--- src/rtl/freq_measure_sequencer_if.sv ---
// Control and result handshake bundle for freq_measure_sequencer.
// The master side issues start/abort and accepts results; the slave side is the sequencer.
`timescale 1ns/1ps
interface freq_measure_sequencer_if #(
    parameter int NUM_CHANNELS = 4
);
    localparam int CHAN_W = (NUM_CHANNELS > 1) ? $clog2(NUM_CHANNELS) : 1;

    logic [NUM_CHANNELS-1:0] chan_en;
    logic                    start;
    logic                    abort;
    logic                    busy;
    logic                    result_valid;
    logic                    result_ready;
    logic [CHAN_W-1:0]       result_chan;
    logic [31:0]             result_count;
    logic                    result_sat;

    modport master (
        output chan_en, start, abort, result_ready,
        input  busy, result_valid, result_chan, result_count, result_sat
    );

    modport slave (
        input  chan_en, start, abort, result_ready,
        output busy, result_valid, result_chan, result_count, result_sat
    );
endinterface

--- src/rtl/freq_measure_sequencer.sv ---
// Scans enabled oscillator inputs with one shared edge counter: settle, gate, report per channel.
// Define FREQ_SEQ_CONTINUOUS_EN to wrap each pass back to the lowest enabled channel until abort.
`timescale 1ns/1ps
module freq_measure_sequencer #(
    parameter int NUM_CHANNELS  = 4,
    parameter int GATE_CYCLES   = 100000,
    parameter int SETTLE_CYCLES = 16
) (
    input  logic                    clk,
    input  logic                    resetn,
    input  logic [NUM_CHANNELS-1:0] in_signal,
    freq_measure_sequencer_if.slave bus
);
    localparam int          CW          = (NUM_CHANNELS > 1) ? $clog2(NUM_CHANNELS) : 1;
    localparam logic [31:0] SETTLE_LAST = 32'(SETTLE_CYCLES - 1);
    localparam logic [31:0] GATE_LAST   = 32'(GATE_CYCLES - 1);
    localparam logic [31:0] COUNT_MAX   = 32'hFFFF_FFFF;

    typedef enum logic [2:0] {
        ST_IDLE   = 3'd0,
        ST_SETTLE = 3'd1,
        ST_GATE   = 3'd2,
        ST_STORE  = 3'd3,
        ST_NEXT   = 3'd4
    } state_t;

    state_t                  state_r;
    state_t                  state_next_s;
    logic [1:0]              arm_sync_r;
    logic [NUM_CHANNELS-1:0] mask_r;
    logic [CW-1:0]           chan_r;
    logic [CW-1:0]           chan_next_s;
    logic [31:0]             timer_r;
    logic [31:0]             count_r;
    logic [31:0]             count_next_s;
    logic                    sat_r;
    logic                    sat_next_s;
    logic [1:0]              in_sync_r;
    logic                    edge_prev_r;
    logic                    edge_s;
    logic                    sel_in_s;
    logic                    enter_settle_s;
    logic                    enter_gate_s;
    logic                    enter_store_s;
    logic                    load_mask_s;
    logic                    busy_r;
    logic                    result_valid_r;
    logic [CW-1:0]           result_chan_r;
    logic [31:0]             result_count_r;
    logic                    result_sat_r;
    logic [CW:0]             first_en_s;
    logic [CW:0]             next_en_s;
`ifdef FREQ_SEQ_CONTINUOUS_EN
    logic [CW:0]             wrap_en_s;
`endif

    // Lowest set bit of mask at or above index lo, returned as {found, index}.
    function automatic logic [CW:0] find_enabled(input logic [NUM_CHANNELS-1:0] mask, input int lo);
        logic [CW:0] hit;
        hit = {(CW + 1){1'b0}};
        for (int i = NUM_CHANNELS - 1; i >= 0; i--) begin
            hit = ((i >= lo) && mask[i]) ? {1'b1, CW'(i)} : hit;
        end
        return hit;
    endfunction

    assign first_en_s = find_enabled(bus.chan_en, 0);
    assign next_en_s  = find_enabled(mask_r, int'(chan_r) + 1);
`ifdef FREQ_SEQ_CONTINUOUS_EN
    assign wrap_en_s  = find_enabled(mask_r, 0);
`endif

    assign sel_in_s = in_signal[chan_r];
    assign edge_s   = in_sync_r[1] & ~edge_prev_r;

    // Start is only honoured once reset release has crossed two flops of clk.
    always_ff @(posedge clk or negedge resetn) begin
        if (!resetn) begin
            arm_sync_r <= 2'b00;
        end else begin
            arm_sync_r <= {arm_sync_r[0], 1'b1};
        end
    end

    // Next-state decode; abort wins over everything including start.
    always_comb begin
        state_next_s   = state_r;
        chan_next_s    = chan_r;
        enter_settle_s = 1'b0;
        enter_gate_s   = 1'b0;
        enter_store_s  = 1'b0;
        load_mask_s    = 1'b0;
        if (bus.abort) begin
            state_next_s = ST_IDLE;
        end else begin
            case (state_r)
                ST_IDLE: begin
                    if (bus.start && arm_sync_r[1] && first_en_s[CW]) begin
                        state_next_s   = ST_SETTLE;
                        chan_next_s    = first_en_s[CW-1:0];
                        enter_settle_s = 1'b1;
                        load_mask_s    = 1'b1;
                    end else begin
                        state_next_s = ST_IDLE;
                    end
                end
                ST_SETTLE: begin
                    if (timer_r == SETTLE_LAST) begin
                        state_next_s = ST_GATE;
                        enter_gate_s = 1'b1;
                    end else begin
                        state_next_s = ST_SETTLE;
                    end
                end
                ST_GATE: begin
                    if (timer_r == GATE_LAST) begin
                        state_next_s  = ST_STORE;
                        enter_store_s = 1'b1;
                    end else begin
                        state_next_s = ST_GATE;
                    end
                end
                ST_STORE: begin
                    if (result_valid_r && bus.result_ready) begin
                        state_next_s = ST_NEXT;
                    end else begin
                        state_next_s = ST_STORE;
                    end
                end
                ST_NEXT: begin
                    if (next_en_s[CW]) begin
                        state_next_s   = ST_SETTLE;
                        chan_next_s    = next_en_s[CW-1:0];
                        enter_settle_s = 1'b1;
                    end else begin
`ifdef FREQ_SEQ_CONTINUOUS_EN
                        state_next_s   = ST_SETTLE;
                        chan_next_s    = wrap_en_s[CW-1:0];
                        enter_settle_s = 1'b1;
`else
                        state_next_s   = ST_IDLE;
`endif
                    end
                end
                default: begin
                    state_next_s = ST_IDLE;
                end
            endcase
        end
    end

    // Saturating edge count; an edge arriving at the ceiling is lost and flagged.
    always_comb begin
        count_next_s = count_r;
        sat_next_s   = sat_r;
        if ((state_r == ST_GATE) && edge_s) begin
            if (count_r == COUNT_MAX) begin
                sat_next_s = 1'b1;
            end else begin
                count_next_s = count_r + 32'd1;
            end
        end else begin
            count_next_s = count_r;
        end
    end

    // State register with busy derived from the next state so both change together.
    always_ff @(posedge clk or negedge resetn) begin
        if (!resetn) begin
            state_r <= ST_IDLE;
            busy_r  <= 1'b0;
        end else begin
            state_r <= state_next_s;
            busy_r  <= (state_next_s != ST_IDLE);
        end
    end

    // Channel pointer and the mask snapshot taken at start.
    always_ff @(posedge clk or negedge resetn) begin
        if (!resetn) begin
            mask_r <= {NUM_CHANNELS{1'b0}};
            chan_r <= {CW{1'b0}};
        end else if (load_mask_s) begin
            mask_r <= bus.chan_en;
            chan_r <= chan_next_s;
        end else begin
            mask_r <= mask_r;
            chan_r <= chan_next_s;
        end
    end

    // Synchronizer and edge detector restart from zero whenever a channel is (re)selected.
    always_ff @(posedge clk or negedge resetn) begin
        if (!resetn) begin
            in_sync_r   <= 2'b00;
            edge_prev_r <= 1'b0;
        end else if (enter_settle_s) begin
            in_sync_r   <= 2'b00;
            edge_prev_r <= 1'b0;
        end else begin
            in_sync_r   <= {in_sync_r[0], sel_in_s};
            edge_prev_r <= in_sync_r[1];
        end
    end

    // Phase timer: restarts on every state change, advances only in SETTLE and GATE.
    always_ff @(posedge clk or negedge resetn) begin
        if (!resetn) begin
            timer_r <= 32'd0;
        end else if (state_next_s != state_r) begin
            timer_r <= 32'd0;
        end else if ((state_r == ST_SETTLE) || (state_r == ST_GATE)) begin
            timer_r <= timer_r + 32'd1;
        end else begin
            timer_r <= timer_r;
        end
    end

    // Shared edge counter, cleared on abort and at the start of each gate window.
    always_ff @(posedge clk or negedge resetn) begin
        if (!resetn) begin
            count_r <= 32'd0;
            sat_r   <= 1'b0;
        end else if (bus.abort || enter_gate_s) begin
            count_r <= 32'd0;
            sat_r   <= 1'b0;
        end else begin
            count_r <= count_next_s;
            sat_r   <= sat_next_s;
        end
    end

    // Result registers capture the count including an edge on the final gate cycle.
    always_ff @(posedge clk or negedge resetn) begin
        if (!resetn) begin
            result_valid_r <= 1'b0;
            result_chan_r  <= {CW{1'b0}};
            result_count_r <= 32'd0;
            result_sat_r   <= 1'b0;
        end else if (bus.abort) begin
            result_valid_r <= 1'b0;
            result_chan_r  <= {CW{1'b0}};
            result_count_r <= 32'd0;
            result_sat_r   <= 1'b0;
        end else if (enter_store_s) begin
            result_valid_r <= 1'b1;
            result_chan_r  <= chan_r;
            result_count_r <= count_next_s;
            result_sat_r   <= sat_next_s;
        end else if (result_valid_r && bus.result_ready) begin
            result_valid_r <= 1'b0;
            result_chan_r  <= result_chan_r;
            result_count_r <= result_count_r;
            result_sat_r   <= result_sat_r;
        end else begin
            result_valid_r <= result_valid_r;
            result_chan_r  <= result_chan_r;
            result_count_r <= result_count_r;
            result_sat_r   <= result_sat_r;
        end
    end

    assign bus.busy         = busy_r;
    assign bus.result_valid = result_valid_r;
    assign bus.result_chan  = result_chan_r;
    assign bus.result_count = result_count_r;
    assign bus.result_sat   = result_sat_r;
endmodule
--- src/flat_wrapper.sv ---
// flat-port wrapper written by rule: the top's interface ports become plain ports
module freq_measure_sequencer_flat 
#(
    parameter int NUM_CHANNELS  = 4,
    parameter int GATE_CYCLES   = 100000,
    parameter int SETTLE_CYCLES = 16
)
  (clk, resetn, in_signal, bus_chan_en, bus_start, bus_abort, bus_result_ready, bus_busy, bus_result_valid, bus_result_chan, bus_result_count, bus_result_sat);
  freq_measure_sequencer_if #(.NUM_CHANNELS(NUM_CHANNELS)) bus_i ();
  input  logic clk;
  input  logic resetn;
  input  logic [NUM_CHANNELS-1:0] in_signal;
  input wire logic [$bits(bus_i.chan_en)-1:0] bus_chan_en;
  input wire logic [$bits(bus_i.start)-1:0] bus_start;
  input wire logic [$bits(bus_i.abort)-1:0] bus_abort;
  input wire logic [$bits(bus_i.result_ready)-1:0] bus_result_ready;
  output wire logic [$bits(bus_i.busy)-1:0] bus_busy;
  output wire logic [$bits(bus_i.result_valid)-1:0] bus_result_valid;
  output wire logic [$bits(bus_i.result_chan)-1:0] bus_result_chan;
  output wire logic [$bits(bus_i.result_count)-1:0] bus_result_count;
  output wire logic [$bits(bus_i.result_sat)-1:0] bus_result_sat;
  assign bus_i.chan_en = bus_chan_en;
  assign bus_i.start = bus_start;
  assign bus_i.abort = bus_abort;
  assign bus_i.result_ready = bus_result_ready;
  assign bus_busy = bus_i.busy;
  assign bus_result_valid = bus_i.result_valid;
  assign bus_result_chan = bus_i.result_chan;
  assign bus_result_count = bus_i.result_count;
  assign bus_result_sat = bus_i.result_sat;
  freq_measure_sequencer #(.NUM_CHANNELS(NUM_CHANNELS), .GATE_CYCLES(GATE_CYCLES), .SETTLE_CYCLES(SETTLE_CYCLES)) u_core (.clk(clk), .resetn(resetn), .in_signal(in_signal), .bus(bus_i));
endmodule
--- config.mk ---
export PLATFORM = sky130hd
export DESIGN_NAME = freq_measure_sequencer_flat
export DESIGN_NICKNAME = d
export VERILOG_FILES = /design/src/rtl/freq_measure_sequencer_if.sv /design/src/rtl/freq_measure_sequencer.sv /design/src/flat_wrapper.sv
export SDC_FILE = /design/constraint.sdc
export NUM_CORES = 1
export LEC_CHECK = 0
export ABC_AREA = 1
export BUFFER_PORTS_ARGS = -buffer_cell sky130_fd_sc_hd__buf_2
export CORE_ASPECT_RATIO = 0.9
export CORE_UTILIZATION = 45
export CTS_CLUSTER_DIAMETER = 50
export DETAILED_ROUTE_END_ITERATION = 10
export PLACE_DENSITY_LB_ADDON = 0.15
export SYNTH_ARGS = -nofsm -noshare
export SYNTH_HDL_FRONTEND = slang
export SYNTH_SLANG_ARGS = --single-unit
--- constraint.sdc ---
create_clock -name clk -period 3.5 [get_ports clk]
set_input_delay 0.7 -clock clk [delete_from_list [all_inputs] [get_ports clk]]
set_output_delay 0.7 -clock clk [all_outputs]
set_load 0.05 [all_outputs]
==> results of run 1 <==
## sequential cells by signal, indices dropped and copies added, names as in the netlist
signal,cells
u_core.timer_r,32
u_core.sat_r,1
u_core.count_r,32
u_core.mask_r,3
u_core.bus.result_sat,1
u_core.arm_sync_r,2
u_core.chan_r,2
u_core.edge_prev_r,1
u_core.bus.result_count,32
u_core.bus.result_valid,1
u_core.bus.result_chan,2
u_core.state_r,3
u_core.bus.busy,1
u_core.in_sync_r,2
## critical path, delay by kind of cell, from the launching register on
family                   cells  cell delay (ps)
AND/OR/NAND/NOR             11             1640
flip-flops                   1              380
adder cells (fa/ha/maj)      1              220
## logic make-up after synthesis
| kind of cell | synth area share [%] |
|---|---|
| flops | 44.47 |
| buf+inv | 7.308 |
| fa+ha+maj | 0.3866 |
| xor+xnor | 6.496 |
| simple gates | 36.50 |
| other cells | 0.05795 |
| mux | 0.1740 |
| compound gates | 4.602 |
## where the power goes
group	switching (mW)	leakage, nW	total, mW	internal, mW
logic	0.121	1.62	0.169	0.0474
registers	0.0194	1.59	1.38	1.36
clock network	0.620	0.325	1.99	1.37
## final cells by class
type,count,area [µm²]
tap,193,241.5
clock inverter,13,230.2
multi-input combinational,614,3120
fill,1352,6450
clock buffer,19,452.9
sequential,115,2878
timing repair buffer,54,297.8
inverter,89,334.1
## placed cells by master (no fill, tap or decap), types with 8 or more instances in the layout
cell,n
sky130_fd_sc_hd__nand3_1,75
sky130_fd_sc_hd__nor3_1,23
sky130_fd_sc_hd__xor2_1,37
sky130_fd_sc_hd__dfrtp_1,115
sky130_fd_sc_hd__a21oi_1,8
sky130_fd_sc_hd__nor2_2,34
sky130_fd_sc_hd__inv_1,84
sky130_fd_sc_hd__buf_2,48
sky130_fd_sc_hd__nand3_2,8
sky130_fd_sc_hd__nand2_1,206
sky130_fd_sc_hd__xnor2_1,11
sky130_fd_sc_hd__o21ai_1,31
sky130_fd_sc_hd__nor2_1,110
sky130_fd_sc_hd__nand4_1,24
sky130_fd_sc_hd__clkbuf_16,17
## metrics by stage
stage	util (%)	hold slack (ps)
after floorplan	-	331.2
after global placement	49.07	333.7
after detailed placement	49.07	336.3
after CTS	53.94	349.0
after global routing	53.94	360.7
final	53.94	340.2
## metal layers
metal	routed length [µm]	track usage [%]	vias up	part of all wire [%]
met5	0	0	-	0
met4	157	6.824	0	1.1
met3	409	5.032	11	2.8
met2	7172	36.83	66	49
met1	6886	28.41	2496	47
li1	-	-	2781	-
## synth_stat cells (all sizes together)
master  number
nand2      213
nor2       147
dfrtp      115
inv         89
nand3       83
o21ai       40
xor2        37
nor3        28
nand4       24
buf         16
xnor2       11
a21oi        8
clkbuf       4
or2          4
nor3b        3
ha           2
nor4         2
o21bai       2
o22ai        2
a31oi        1
and2         1
and3         1
conb         1
mux2         1
nand3b       1
o31a         1
o31ai        1
## final timing paths
check                                                 end  slack (ps)  cells past startpoint
max                         u_core.timer_r[9]$_DFFE_PN0P_        1110                     12
min                          u_core.count_r[30]$_DFF_PN0_         340                      1
max reg2reg                 u_core.timer_r[9]$_DFFE_PN0P_        1110                     12
min reg2reg                u_core.arm_sync_r[1]$_DFF_PN0_         350                      0
max in group asynchronous    u_core.count_r[23]$_DFF_PN0_        2430                      2
min in group clk           u_core.arm_sync_r[1]$_DFF_PN0_         350                      0
==> flow_results.org, run 1 <==
** Run status
- Result of the run :: finished clean

** Worst setup path
- Origin of the critical flop-to-flop path :: u_core.timer_r[0]$_DFFE_PN0P_
- Cell breakdown of the critical path :: ha_1, nand2_2, nor2_4, nand3_2, nor2_4, nand3_2, nand3_2, nand2_2, nand2_1, nand2_1, nand2_2, nor2_1
- For the worst setup path, the data required time is about 3800 ps.
- CP Class :: reg -> reg
- Kind of launch point of the worst setup path :: flip-flop
- Along the worst path, the maximum fanout reaches 32.
- Cell with the largest stage delay on the worst path :: sky130_fd_sc_hd__nand2_2
- Kind of end point of the critical path :: flip-flop
- In this run the worst setup path begins at u_core.timer_r[0]$_DFFE_PN0P_.
- Maximum cell stage delay along the critical path :: approximately 670 ps
- Data arrival time of the critical path :: 2670 ps

** Timing
- Final critical-path setup slack :: about 1100 ps
- Setup repair after global routing missed its margin :: no
- Setup violators final :: 0
- The hold violation total from the final report is 0.
- The final max-slew violation count came to 0.
- Fmax achieved :: around 0.42 GHz
- Crit share post-route :: 68.36%
- The clock arrives with between 15 and 20 ps of skew.
- Final TNS setup :: 0 ps
- Tightest slew margin relative to the limit :: a little under two fifths
- At the pin with the least slew margin, the transition time is 921.0 ps.
- Clock period minus worst slack :: roughly 2400 ps

** CTS
- Buffers added to address setup during post-CTS repair amount to 0.
- Insertion delay of the later-clocked pin in the worst-skew pair :: about 430 ps
- The root buffer cell chosen for the clock tree is sky130_fd_sc_hd__clkbuf_16.
- Clock-pin transition on the worst setup and hold timing paths :: around 50 ps
- Number of buffers on the longest clock path :: 2
- TritonCTS built the clock tree.
- In this run, post-CTS repair resized a total of 0 instances.
- In this run, CTS created clock tree buffers numbering 17.
- Clk sinks :: 115
- Number of buffers inserted for hold repair after clock tree synthesis :: 0
- The H-tree was split into 4 levels.

** Synthesis
- Part of the Yosys area used for sequential elements :: 44.47%
- Of the post-synthesis cell area, the dominant cell type holds between 40% and 50%.
- The number of different library cells used by synthesis comes to 40.
- Post-synthesis cell type with the largest combined area :: sky130_fd_sc_hd__dfrtp_1
- The number of nets in the synthesized netlist is approximately 850.
- Count of mapped cells out of synthesis :: roughly 840
- Yosys warning total :: 0
- In the post-synthesis netlist, the biggest area contributors are sky130_fd_sc_hd__dfrtp_1 44%, sky130_fd_sc_hd__nand2_1 12%, sky130_fd_sc_hd__nor2_1 6.4%, sky130_fd_sc_hd__nand3_1 5.8%, sky130_fd_sc_hd__xor2_1 5.0%.
- Cell Area, Synth :: 6471 µm²
- Averaged over all synthesized cells, the footprint is a little under 8 µm².
- Flip-flop and latch count after synthesis :: approximately 120

** Pwr
- Power after layout :: 3.539 mW
- For this design the ratio of total power to cell area is between 400 and 500 nW/µm².
- VDD sags by at most around 0.34 mV.
- In this run the static leakage power is 3.530 nW.

** Place
- Prior to clock tree synthesis, the placed netlist has a worst setup slack of around 980 ps.
- After detailed placement, the design holds a cell count of around 1100.
- Area after detailed placement :: a little under 7000 µm²
- Final weighted congestion of routability-driven global placement :: ~0.87
- The count of buffers added on input and output ports is 49.
- Summed over all nets, the half-perimeter wirelength after detailed placement is about 11000 µm.

** Final layout
- Once layout is done, the placed cells without fillers occupy 7555 µm².
- Excluding fillers, the count of instances in the completed layout stands at 1097.
- At the end of the flow, the number of nets in the layout was between 900 and 1000.
- Count of inserted antenna diode cells :: 0
- In the final layout, the share of cells above drive strength 1 is 17.48%.
- Layout overhead on the synthesized area :: 16.74%

** Global routing
- Entering global routing, the biggest net connects 57 pins.
- Global-route wire length before repair :: 25230 µm
- Overflow left after global routing :: 0
- The via count of the first global-routing pass was approximately 5200.
- Across every metal layer, demand over resource in global routing totals between 20% and 30%.
- Antenna violations before repair :: 0

** Route
- Number of nets with antenna violations after routing :: 0
- In this run, the number of DRC markers left after iteration 0 of detailed routing was between 300 and 400.
- WL final :: 14630 µm
- Dividing the detail-routed via count by the number of cells gives slightly below 5.
- Across all layers, the routed design uses ~5400 vias.
- Wire length per cell :: between 10 and 15 µm
- For this run, the detailed router's first-pass iteration total came to 6.
- In the routed design, unresolved DRC markers number 0.

** Floorplan
- Total core area :: about 14000 µm²
- For this configuration, the core starts out at a cell density of between 40% and 50%.
- The die is about 120 µm tall.
- Row count :: 41
- Full die area :: 14860 µm²
- The floorplan step set the die width to ~130 µm.
- Ports :: 50

** Job
- Max-cap violations :: 0

** Min path
- Class of the tightest hold or removal check :: in -> async
(Power assumes the default switching activity.)
==> inputs of run 2 (changes only) <==
Clock period 3.5 ns to 1.95 ns, I/O delays scaled along.
==> run 2 against run 1 <==
Sequential power is 80% higher; first-iteration DRC count is 12% lower; combinational power grew to 2.5 times the previous value; count of clock-buffer cells in the layout is 1 higher; global-route usage is 0.65 points higher; non-clock buffer count is 44 higher; utilization is 3.6 points higher; sequential share of layout area is 2.4 points lower; critical endpoint is now u_core.timer_r[7]$_DFFE_PN0P_; largest power group unchanged.
==> flow_results.org, run 2 (same netlist as run 1, synthesis figures left out) <==
** Run status
- Result of the run :: finished clean

** Route
- In the routed design, unresolved DRC markers number 0.
- Using the TritonRoute via totals, the vias-per-cell ratio works out to 4.925.
- Number of nets with antenna violations after routing :: 0
- Across all layers, the routed design uses roughly 5600 vias.
- In the final routed layout, each cell accounts on average for between 10 and 15 µm.
- Number of detailed-route iterations in the first pass :: 5
- After detailed routing, the total wire length is ~16000 µm.
- The first routing iteration left ~270 violations.

** Timing
- Clock period minus worst slack :: slightly below 2000 ps
- Final hold violation count :: 0
- On the final layout, the worst clock skew is ~8.5 ps.
- Setup repair after global routing could not meet its margin everywhere.
- In the finished design, the share of the clock period the worst path needs comes to a little over nine tenths.
- Derived from the worst setup path, the maximum achievable clock frequency is around 0.52 GHz.
- Setup violations remaining at the end of the flow were counted as 0.
- The final max-slew violation count came to 0.
- In the post-route analysis, the smallest setup slack over all paths is around 29 ps.

** Global routing
- GR met2 Demand/Resource :: between 30% and 40%
- The via count of the first global-routing pass is ~5300.
- Aggregate global-route resource usage :: between 20% and 30%
- Antenna violations before repair :: 0
- Entering global routing, the biggest net connects 52 pins.
- Most utilized layer in the global route result :: met2
- Global routing finished with a remaining overflow of 0.
- GRT met3 Usage :: about 5.4%
- Global-route wire length before repair :: about 26000 µm
- Global routing consumed, on the met1 layer, 29.05% of the routing resources.

** CTS
- Number of buffers created by CTS :: 17
- Clock tree synthesis selected as its root buffer the cell sky130_fd_sc_hd__clkbuf_16.
- Counting every sink on the clock net gives about 120.
- Insertion delay of the later-clocked pin in the worst-skew pair :: approximately 420 ps
- Clock-pin slew was measured on the worst setup and hold paths at 50 ps.
- The clock passes through at most 2 buffers.
- TritonCTS built the clock tree.
- H-tree Lvls :: 4

** Final layout
- The finished cells cover 8063 µm².
- Layout overhead on the synthesized area :: 24.59%
- The library cell used most frequently in the layout, excluding fill and tap cells, is sky130_fd_sc_hd__nand2_1.
- Fill cell total of the finished layout :: 1300
- For this run, the post-layout net count is between 900 and 1000.
- Most frequent cells in the layout :: 201 x sky130_fd_sc_hd__nand2_1, 115 x sky130_fd_sc_hd__dfrtp_1, 100 x sky130_fd_sc_hd__nor2_1
- Share of cells above drive strength 1 :: a little under a quarter
- Count of inserted antenna diode cells :: 0

** Pwr
- Power after layout :: between 5 and 6 mW
- Summed over all cells, the static leakage comes to 3.785 nW.
- Power spread over the standard cell area amounts to between 700 and 800 nW/µm².
- The worst-case IR drop observed on VDD is roughly 0.86 mV.

** Worst setup path
- CP Class :: reg -> reg
- Among all stages on the critical path, the largest delay is contributed by sky130_fd_sc_hd__dfrtp_1.
- For the worst setup path, the data arrival time is between 2000 and 2500 ps.
- Origin of the critical flop-to-flop path :: u_core.timer_r[1]$_DFFE_PN0P_
- STA classifies the critical path endpoint as a flip-flop.
- Number of cells on the worst reg-to-reg path :: 13
- CP Data Required Time :: about 2300 ps
- Along the worst path, the maximum fanout reaches 8.
- CP Buf/Inv Count :: 1
- Family of cells with the greatest summed delay on the critical path :: simple AND/OR/NAND/NOR gates
- The signal on the critical path passes through ha_2, nand2_2, nor2_4, nand3_2, nor2_4, nand3_2, nand2_2, nand3_2, nand2_2, nor2_2, nand2_4, clkbuf_16, nor2_4.
- FF-to-FF End :: u_core.timer_r[7]$_DFFE_PN0P_
- The setup check on the worst reg-to-reg path leaves a slack of about 29 ps.
- STA classifies the critical path startpoint as a flip-flop.
- Maximum cell stage delay along the critical path :: ~370 ps

** Floorplan
- Ports :: 50
- The floorplan step defined a die boundary enclosing 14860 µm².
- Die boundary width :: roughly 130 µm
- Row count :: a little over 40
- Total core area :: about 14000 µm²
- Effective utilization at floorplan :: a little under half
- The die is 115.8 µm tall.

** Job
- Max-cap violations :: 0

** Min path
- Number of cells on the worst hold path :: 2
- For hold timing, the worst endpoint is u_core.bus.result_valid$_DFFE_PN0P_.
- The min-delay analysis places its worst path in the category in -> reg.
- In this run the most critical hold path is launched from bus_result_ready.

** Place
- Final weighted congestion of routability-driven global placement :: slightly below 0.9
- At the placement stage, the worst setup path has a slack of -29.44 ps.
- Detailed placement finished with a half-perimeter wire length of 11200 µm.
- After detailed placement, the total cell area comes to a little over 7000 µm².
- IO buf count :: a little under 50
==> run 2: layout make-up <==
class / count / area, µm² / area share (%)
tap: 193 / 241.5 / 2.995
timing repair buffer: 98 / 748.2 / 9.280
inverter: 89 / 334.1 / 4.143
clock inverter: 11 / 136.4 / 1.691
clock buffer: 20 / 446.7 / 5.540
multi-input combinational: 614 / 3278 / 40.66
sequential: 115 / 2878 / 35.69
==> run 2: how the worst max path moves through the flow <==
stage,startpoint,endpoint,slack (ps),cells past startpoint
after floorplan,u_core.timer_r[0]$_DFFE_PN0P_,u_core.timer_r[15]$_DFFE_PN0P_,210,13
after global placement,u_core.state_r[2]$_DFF_PN0_,u_core.timer_r[26]$_DFFE_PN0P_,-60,8
after detailed placement,u_core.state_r[2]$_DFF_PN0_,u_core.timer_r[26]$_DFFE_PN0P_,-30,8
after CTS,u_core.state_r[2]$_DFF_PN0_,u_core.timer_r[26]$_DFFE_PN0P_,7,8
after global routing,u_core.timer_r[0]$_DFFE_PN0P_,u_core.timer_r[7]$_DFFE_PN0P_,-100,13
final,u_core.timer_r[1]$_DFFE_PN0P_,u_core.timer_r[7]$_DFFE_PN0P_,30,13
==> run 2: timing repair <==
action                                  CTS  global route
endpoints found under the hold margin     5             0
endpoints found under the setup margin    1            78
gates resized for setup                   1            41
cloned                                    0             2
pin swaps                                 0            11
hold buffers                              1             0
buffers inserted                          0             7
==> run 2: power breakdown <==
group	internal [mW]	switching, mW	leakage [nW]	total, mW
clock network	2.02	1.07	0.289	3.09
logic	0.169	0.258	1.91	0.427
registers	2.44	0.0329	1.59	2.48
total	4.63	1.37	3.79	6.00
==> run 2: worst reg2reg max path, stage by stage, from the launching register on <==
cell                        delay, ps
sky130_fd_sc_hd__dfrtp_1          370
sky130_fd_sc_hd__ha_2             210
sky130_fd_sc_hd__nand2_2           80
sky130_fd_sc_hd__nor2_4           130
sky130_fd_sc_hd__nand3_2           90
sky130_fd_sc_hd__nor2_4           130
sky130_fd_sc_hd__nand3_2          100
sky130_fd_sc_hd__nand2_2          120
sky130_fd_sc_hd__nand3_2           70
sky130_fd_sc_hd__nand2_2           70
sky130_fd_sc_hd__nor2_2            50
sky130_fd_sc_hd__nand2_4          140
sky130_fd_sc_hd__clkbuf_16        210
sky130_fd_sc_hd__nor2_4            30
==> run 2: layer usage <==
| metal | share of wire [%] | routed length (µm) |
|---|---|---|
| met3 | 2.9 | 460 |
| met1 | 46 | 7273 |
| met4 | 0.91 | 143 |
| met2 | 50 | 7849 |
| met5 | 0 | 0 |
==> run 2: per-stage QoR <==
step,setup TNS [ps],instances,utilization [%],hold slack [ps]
floorplan,0,838,-,94.41
global placement,-59.17,1099,51.43,229.7
detailed placement,-29.44,1099,51.43,229.0
CTS,0,1131,55.70,177.4
global route,-2298,1140,57.57,189.3
finish,0,1140,57.57,193.9
